$ cat src/rtl/rst_seq_pkg.sv
// Shared types and widths for the staged reset sequencer.
//   state_t : FSM encoding, also exported on state_o for debug/LED use
//   STAGE_W : width of the stage index, sized for the largest supported N_CH
package rst_seq_pkg;

  localparam int unsigned N_CH_MAX = 8;
  localparam int unsigned STAGE_W  = $clog2(N_CH_MAX + 1);
  localparam int unsigned STATE_W  = 3;

  typedef enum logic [STATE_W-1:0] {
    WAIT_LOCK = 3'd0,
    PWR_WAIT  = 3'd1,
    STAGE     = 3'd2,
    WAIT_DONE = 3'd3,
    RUN       = 3'd4
  } state_t;

endpackage

$ cat src/rtl/sync_2ff.sv
// Two-flop synchroniser for a bus of independent asynchronous flags.
//   clk   : destination clock
//   rst_n : asynchronous active-low reset, clears both stages
//   d     : asynchronous input flags
//   q     : synchronised flags, two clk edges behind d
module sync_2ff #(
  parameter int unsigned WIDTH = 1
) (
  input  logic             clk,
  input  logic             rst_n,
  input  logic [WIDTH-1:0] d,
  output logic [WIDTH-1:0] q
);

  logic [WIDTH-1:0] meta_q;

  always_ff @(posedge clk or negedge rst_n) begin
    if (!rst_n) begin
      meta_q <= '0;
      q      <= '0;
    end else begin
      meta_q <= d;
      q      <= meta_q;
    end
  end

endmodule

$ cat src/rtl/rst_seq_ctrl.sv
// Power-up reset sequencer: filters PLL lock, waits a power-on delay, releases
// N_CH active-low reset domains in ascending order, then monitors N_DONE
// init-done flags with an optional sticky timeout. Lock loss or sw_rst re-arms.
//   clk          : system clock
//   sys_rst_n    : asynchronous active-low reset
//   pll_lock     : PLL lock, synchronous to clk
//   sw_rst       : soft re-arm request
//   done_i       : asynchronous init-done flags
//   rstn_o       : staged active-low resets, bit 0 released first
//   init_done    : all done flags high and all resets released
//   init_timeout : sticky, DONE_TO expired while waiting for done flags
//   state_o      : current FSM state encoding
module rst_seq_ctrl
  import rst_seq_pkg::*;
#(
  parameter int unsigned N_CH      = 2,
  parameter int unsigned N_DONE    = 2,
  parameter int unsigned CNT_W     = 24,
  parameter int unsigned LOCK_FILT = 16,
  parameter int unsigned PWR_DLY   = 16777215,
  parameter int unsigned STAGE_DLY = 1024,
  parameter int unsigned DONE_TO   = 16777215
) (
  input  logic              clk,
  input  logic              sys_rst_n,
  input  logic              pll_lock,
  input  logic              sw_rst,
  input  logic [N_DONE-1:0] done_i,
  output logic [N_CH-1:0]   rstn_o,
  output logic              init_done,
  output logic              init_timeout,
  output logic [2:0]        state_o
);

  state_t               state_q, state_d;
  logic [CNT_W-1:0]     cnt_q, cnt_d;
  logic [STAGE_W-1:0]   stage_q, stage_d;
  logic [N_CH-1:0]      rstn_q, rstn_d;
  logic                 done_q, done_d;
  logic                 to_q, to_d;
  logic [N_DONE-1:0]    done_sync;

  logic all_done;
  logic rearm;
  logic lock_tc;
  logic pwr_tc;
  logic stage_tc;
  logic last_stage;
  logic to_tc;
  logic cnt_sat;

  sync_2ff #(
    .WIDTH (N_DONE)
  ) u_done_sync (
    .clk   (clk),
    .rst_n (sys_rst_n),
    .d     (done_i),
    .q     (done_sync)
  );

  // Terminal counts: the counter holds the number of edges already spent in
  // the state, so the transition edge is the one where it reads DLY-1.
  assign all_done   = &done_sync;
  assign rearm      = sw_rst || (!pll_lock && (state_q != WAIT_LOCK));
  assign lock_tc    = (cnt_q == CNT_W'(LOCK_FILT - 1));
  assign pwr_tc     = (cnt_q == CNT_W'(PWR_DLY - 1));
  assign stage_tc   = (cnt_q == CNT_W'(STAGE_DLY - 1));
  assign to_tc      = (DONE_TO != 0) && (cnt_q == CNT_W'(DONE_TO - 1));
  assign cnt_sat    = (cnt_q == CNT_W'(DONE_TO));
  assign last_stage = (stage_q == STAGE_W'(N_CH - 1));

  // State and datapath registers
  always_ff @(posedge clk or negedge sys_rst_n) begin
    if (!sys_rst_n) begin
      state_q <= WAIT_LOCK;
      cnt_q   <= '0;
      stage_q <= '0;
      rstn_q  <= '0;
      done_q  <= 1'b0;
      to_q    <= 1'b0;
    end else begin
      state_q <= state_d;
      cnt_q   <= cnt_d;
      stage_q <= stage_d;
      rstn_q  <= rstn_d;
      done_q  <= done_d;
      to_q    <= to_d;
    end
  end

  // Next-state logic; re-arm overrides everything else
  always_comb begin
    state_d = state_q;
    if (rearm) begin
      state_d = WAIT_LOCK;
    end else begin
      case (state_q)
        WAIT_LOCK: if (pll_lock && lock_tc) state_d = PWR_WAIT;
        PWR_WAIT:  if (pwr_tc) state_d = (N_CH == 1) ? WAIT_DONE : STAGE;
        STAGE:     if (stage_tc && last_stage) state_d = WAIT_DONE;
        WAIT_DONE: if (all_done) state_d = RUN;
        RUN:       if (!all_done) state_d = WAIT_DONE;
        default:   state_d = WAIT_LOCK;
      endcase
    end
  end

  // Counter, stage index and registered output next values
  always_comb begin
    cnt_d   = cnt_q;
    stage_d = stage_q;
    rstn_d  = rstn_q;
    to_d    = to_q;
    done_d  = 1'b0;
    if (rearm) begin
      cnt_d   = '0;
      stage_d = '0;
      rstn_d  = '0;
      to_d    = 1'b0;
    end else begin
      case (state_q)
        WAIT_LOCK: begin
          if (!pll_lock || lock_tc) cnt_d = '0;
          else                      cnt_d = cnt_q + CNT_W'(1);
        end
        PWR_WAIT: begin
          if (pwr_tc) begin
            rstn_d[0] = 1'b1;
            stage_d   = STAGE_W'(1);
            cnt_d     = '0;
          end else begin
            cnt_d = cnt_q + CNT_W'(1);
          end
        end
        STAGE: begin
          if (stage_tc) begin
            for (int unsigned i = 0; i < N_CH; i++) begin
              if (STAGE_W'(i) == stage_q) rstn_d[i] = 1'b1;
            end
            stage_d = stage_q + STAGE_W'(1);
            cnt_d   = '0;
          end else begin
            cnt_d = cnt_q + CNT_W'(1);
          end
        end
        WAIT_DONE: begin
          // Done takes precedence over a coincident timeout
          if (all_done) begin
            cnt_d = '0;
          end else begin
            if (!cnt_sat) cnt_d = cnt_q + CNT_W'(1);
            if (to_tc)    to_d  = 1'b1;
          end
        end
        RUN: begin
          cnt_d  = '0;
          done_d = all_done;
        end
        default: cnt_d = '0;
      endcase
    end
  end

  assign rstn_o       = rstn_q;
  assign init_done    = done_q;
  assign init_timeout = to_q;
  assign state_o      = state_q;

endmodule

$ cat config.mk
export PLATFORM = sky130hd
export DESIGN_NAME = rst_seq_ctrl
export DESIGN_NICKNAME = d
export VERILOG_FILES = /design/src/rtl/rst_seq_pkg.sv /design/src/rtl/sync_2ff.sv /design/src/rtl/rst_seq_ctrl.sv
export SDC_FILE = /design/constraint.sdc
export NUM_CORES = 1
export LEC_CHECK = 0
export ABC_AREA = 1
export BUFFER_PORTS_ARGS = -buffer_cell sky130_fd_sc_hd__buf_2
export CAP_MARGIN = 30
export CORE_ASPECT_RATIO = 0.75
export CORE_MARGIN = 2
export CORE_UTILIZATION = 54
export DETAILED_ROUTE_END_ITERATION = 16
export GPL_ROUTABILITY_DRIVEN = 0
export PLACE_DENSITY = 0.74
export SKIP_LAST_GASP = 1
export SYNTH_ARGS = -nofsm -noshare
export SYNTH_HDL_FRONTEND = slang
export SYNTH_SLANG_ARGS = --single-unit
$ cat constraint.sdc
create_clock -name clk -period 1.8 [get_ports clk]
set_input_delay 0.27 -clock clk [delete_from_list [all_inputs] [get_ports clk]]
set_output_delay 0.27 -clock clk [all_outputs]
set_load 0.02 [all_outputs]
* Word-level counts from Yosys, hierarchy flattened
Index checks and enable logic that the tools add are counted. Widths: inputs -> output; s select.
Word-level totals: flip-flop bits (word level) 39, input port bits 6, word-level logic and storage cells 81
Cells by class: $add $sub $neg 2, eq/ne operators 19, multiplexer cells 30, reductions and logical operators 21
Operator list (count):
- $mux 24 | 6
- $pmux 24 s4 | 1
- $eq 24x24->1 const B | 2
- $add 24x1->24 const B | 1
- $eq 24x10->1 const B | 1
- $eq 24x4->1 const B | 1
- $ne 3x3->1 const B | 7
- $mux 3 | 6
- $pmux 3 s5 | 1
- $mux 4 | 3
- $reduce_bool 2->1 | 5
- $mux 1 | 9
- $reduce_and 3->1 | 3
- $pmux 4 s2 | 1
- $eq 3x2->1 const B | 2
- $reduce_bool 3->1 | 2
- $reduce_and 5->1 | 1
- $add 4x1->4 const B | 1
- $eq 1x4->1 const A | 1
- $eq 4x1->1 const B | 1
- $logic_not 4->1 | 1
- $mux 2 | 2
- $ne 4x4->1 const B | 1
- $reduce_and 4->1 | 1
- 9 further kinds | 12

* Depth between registers and ports, before layout
word-level depth 5, depth in mapped cells 12, mapped depth without buffers 12

* Hierarchy
A second synthesis with hierarchy kept.
Unflattened totals: cells, all modules 342, area, all modules 2407.3 µm²
By module, submodules not included:
- rst_seq_ctrl | times used 1, cells an instance 338, area an instance 2307.2 µm², sequential area each 875.8 µm²
- sync_2ff | times used 1, cells an instance 4, area an instance 100.1 µm², sequential area each 100.1 µm²

* Worst setup path before layout
Ideal clock, no wire load.
path kind register -> register, from register cnt_q[1], to register cnt_q[13], arrival time 1.542 ns, required time 1.679 ns, slack 0.137 ns, cell stages (with the launch flop) 10, path buffers 1, period minus slack after synthesis 1.663 ns, cell sequence dfrtp_1 -> ha_1 -> nand3_4 -> nor2_4 -> nand3_1 -> nand2_2 -> nand4_4 -> nand2_4 -> buf_12 -> nor2_2
On the way: word-level cells in the longest chain between the ends 5, elaborated cells between the ends (all ways) 14, classes of those cells add/sub (1); eq/ne (5); mux (7); reduce/logical (1)
RTL lines:
- start: declaration | line rst_seq_ctrl.sv:36 | logic [CNT_W-1:0] cnt_q, cnt_d;
- start signal: assignment | line rst_seq_ctrl.sv:83 | cnt_q <= cnt_d;
- $add 24x1->24 or $eq 24x4->1 (tied branches)
- $mux 24 or $logic_or 1x1->1 (tied branches) | line rst_seq_ctrl.sv:151, rst_seq_ctrl.sv:123
- $mux 24 (on tied branches) | line rst_seq_ctrl.sv:148, rst_seq_ctrl.sv:123
- $pmux 24 s4 | line rst_seq_ctrl.sv:121 | case (state_q)
- $mux 24 | line rst_seq_ctrl.sv:115 | if (rearm) begin
Several ways; a longest one is shown, not always the timed one. The select of a mux whose other input is x is not followed. A chain may end at the register's enable or synchronous reset.

* Worst setup path after layout
from register cnt_q[20], to register cnt_q[14]
On the way: word-level cells in the longest chain between the ends 5, elaborated cells between the ends (all ways) 11, classes of those cells eq/ne (5); mux (5); reduce/logical (1)
RTL lines:
- $eq 24x4->1 | line rst_seq_ctrl.sv:65 | assign lock_tc = (cnt_q == CNT_W'(LOCK_FILT - 1));
- $logic_or 1x1->1 | line rst_seq_ctrl.sv:123 | if (!pll_lock || lock_tc) cnt_d = '0;
- $mux 24 | line rst_seq_ctrl.sv:123
- $pmux 24 s4 | line rst_seq_ctrl.sv:121
- $mux 24 | line rst_seq_ctrl.sv:115
Several ways; a longest one is shown, not always the timed one.

==> reports/results.ini <==
[route]
vias = 2508
drt-pass1-iter-count = 5
detail-route-antenna-nets = 0
vias_per_cell = 5.512
drc_errors = 0
drt_wl_total_mm = 6.419
drt-initial-drc-count = 205
wl_per_cell_um = 14.11

[clock_tree]
clkLatencyLatePin_ns = 0.30
tritoncts = yes
clkSinkCount = 39
cts_root_buffer = clkbuf_8
path_clk_slew_ns = 0.08
h-tree-depth = 2
cts.path.max_buffers = 2
cts_made_buffers = 5

[yosys]
synth.most_common_cell = nand2_1
synth.top_cell.area_share = 0.3674
synth_warnings = 0
synth_top_area_cell = dfrtp_1
async_reset_ff_frac = 1.000
ys_top_cells_by_count = nand2_1 (75), nor2_1 (44), inv_1 (41)
ys_types = 34
ys_ff_latch = 39
synth_edf_count = 0
synthTopCellsByArea = dfrtp_1 (37%), nand2_1 (11%), nand3_1 (6.2%)
synthCells = 352
synthesis.area_um2 = 2656
synth-main-ff-cell = dfrtp_1
ys_seq_area_frac = 0.3674
avgSynthCellArea_um2 = 7.546
syn_nets = 363

[setup_path]
critPathTopFamily = simple AND/OR/NAND/NOR gates
cp_data_arrival_time_ns = 1.98
crit_chain = nand2_1, nor2_1, nand3_1, inv_1, nand2_2, nand2_2, nand4_4, nand2_4, clkbuf_16, nor3_2
path_max_fanout = 7
cp_slowest_stage_delay_ns = 0.46
required_ns = 1.99
cp_common_cell = nand2_2
worstSetupStartpointType = flip-flop
slowest_stage = dfrtp_1
cp-end-kind = flip-flop
critical_path_class = reg -> reg
crit_buf_inv = 2

[run_status]
status = completed

[floorplan]
core_area_um2 = 4817
io_pins = 13
die_y_um = 64.74
rows = 22
dieArea_um2 = 5502
initial_utilization = 0.5514
die_x_um = 84.99

[layout]
drive_gt1_frac = 0.3063
n_antenna_cell = 0
final_core_util = 0.6468
multi_input_area_um2 = 1501
fill_cells = 411
area_growth_pct = 17.29
regArea_um2 = 982.2
final_nets = 405

[power]
internal_power_w = 0.001660
pwr-share-clk = 0.217
power.switching_w = 0.001017
switching_share = 0.3799
p_leak_nw = 1.416
p_seq_frac = 0.372
powerDensity_nw_per_um2 = 859.4
max-vdd-ir-drop_v = 0.0006742
power_frac_comb = 0.410

[timing]
slew_headroom = 0.7038
finalHoldViolations = 0
final.setup.worst_slack_ns = 0.01682
tightestPinTransition_ns = 0.4443
fin_crit_sh = 0.9907
slew_viol_final = 0
fmax_mhz = 560.8
finalSetupViolCount = 0
min_period_ns = 1.783
rsz0062_at_grt = true
finClkSkew_ns = 0.01001

[placement]
place_ws_ns = -0.03276
numPortBuffers = 12
dp_hpwl_mm = 4.814

[worst_hold_path]
min_path_type = in -> reg

[job]
maxCapViolCount = 0

[global_route]
grt_pass1_vias = 2180
grt_start_max_net_pins = 22
grt_antenna_before_repair = 0
overflow = 0
grt_use_total = 0.2403
grt_pass1_wl_mm = 10.35

-- worst paths after layout --
kind | startpoint | end | slack (ns) | depth (start not counted)
min reg2reg | u_done_sync.meta_q[1]$_DFF_PN0_ | u_done_sync.q[1]$_DFF_PN0_ | 0.35 | 0
min | done_i[1] | u_done_sync.meta_q[1]$_DFF_PN0_ | 0.08 | 1
min in group asynchronous | sys_rst_n | cnt_q[21]$_DFFE_PN0P_ | 0.44 | 2
max | cnt_q[20]$_DFFE_PN0P_ | cnt_q[14]$_DFFE_PN0P_ | 0.02 | 10
max in group asynchronous | sys_rst_n | cnt_q[16]$_DFFE_PN0P_ | 0.79 | 3
max reg2reg | cnt_q[20]$_DFFE_PN0P_ | cnt_q[14]$_DFFE_PN0P_ | 0.02 | 10
-- metrics by stage --
stage	setup TNS, ns	instances	instance area (um2)	total power (W)	hold WS, ns
2_1_floorplan	0	352	2656	0.001675	-0.02559
3_3_place_gp	0	439	2900	0.001925	0.2402
3_5_place_dp	-0.3280	439	2900	0.001939	0.2438
4_1_cts	0	448	2994	0.002518	0.07542
5_1_grt	-1.171	455	3115	0.002834	0.06792
6_report	0	455	3115	0.002677	0.08131
-- per-layer routing --
metal,vias to the layer above,routed length (um),track usage,share of wire
met5,-,0,0,0
met4,0,91,0.06548,0.014
met3,15,553,0.05350,0.086
met2,116,2657,0.3184,0.41
met1,1147,3117,0.3852,0.49
li1,1230,-,-,-
-- kinds of logic after synthesis --
family                     synth area share
DFF                                  0.3674
adders and majority gates           0.02355
and+or+nand+nor                      0.4456
buffers and inverters               0.08432
AOI/OAI and AO/OA                   0.06595
xor gates and xnor gates            0.01319
-- registers in the layout, summed over array words and instances, names as in the netlist --
| signal | count |
|---|---|
| init_timeout | 1 |
| u_done_sync.meta_q | 2 |
| cnt_q | 24 |
| u_done_sync.q | 2 |
| init_done | 1 |
| state_o | 3 |
| rstn_o | 2 |
| stage_q | 4 |
-- cell type report --
type	count	share of cell area
Clock buffer	5	0.02209
Clock inverter	3	0.004819
Inverter	44	0.05301
Multi-Input combinational cell	265	0.4819
Sequential cell	39	0.3153
Tap cell	60	0.02410
Timing Repair Buffer	39	0.09880
-- timing repair --
item                       4_1_cts  5_1_grt
gates resized for setup          1       18
setup endpoints to repair       19       31
cloned                           0        1
pin swaps                        0        7
hold buffers                     1        0
buffers inserted                 0        6
hold endpoints to repair        19        0
-- layout by cell type, fill, tap and decap left out, types with 6 or more instances in the layout --
cell	netlist	final
o21ai_0	17	17
nand3_2	5	6
nand2_2	9	11
nor2_4	5	6
nand4_1	11	11
buf_2	0	12
buf_4	1	23
nor2_2	22	25
dfrtp_1	39	34
nand3_1	33	32
inv_1	41	39
nor2_1	44	40
nand2_1	75	73
-- power by group through the flow --
stage | Clock [W] | Combinational, W | Sequential (W)
2_1_floorplan | 0 | 0.000616 | 0.00106
3_3_place_gp | 0 | 0.000917 | 0.00101
3_5_place_dp | 0 | 0.000927 | 0.00101
4_1_cts | 0.000589 | 0.000931 | 0.000998
5_1_grt | 0.000623 | 0.00120 | 0.00101
6_report | 0.000582 | 0.00110 | 0.000997
(Power assumes the default switching activity.)
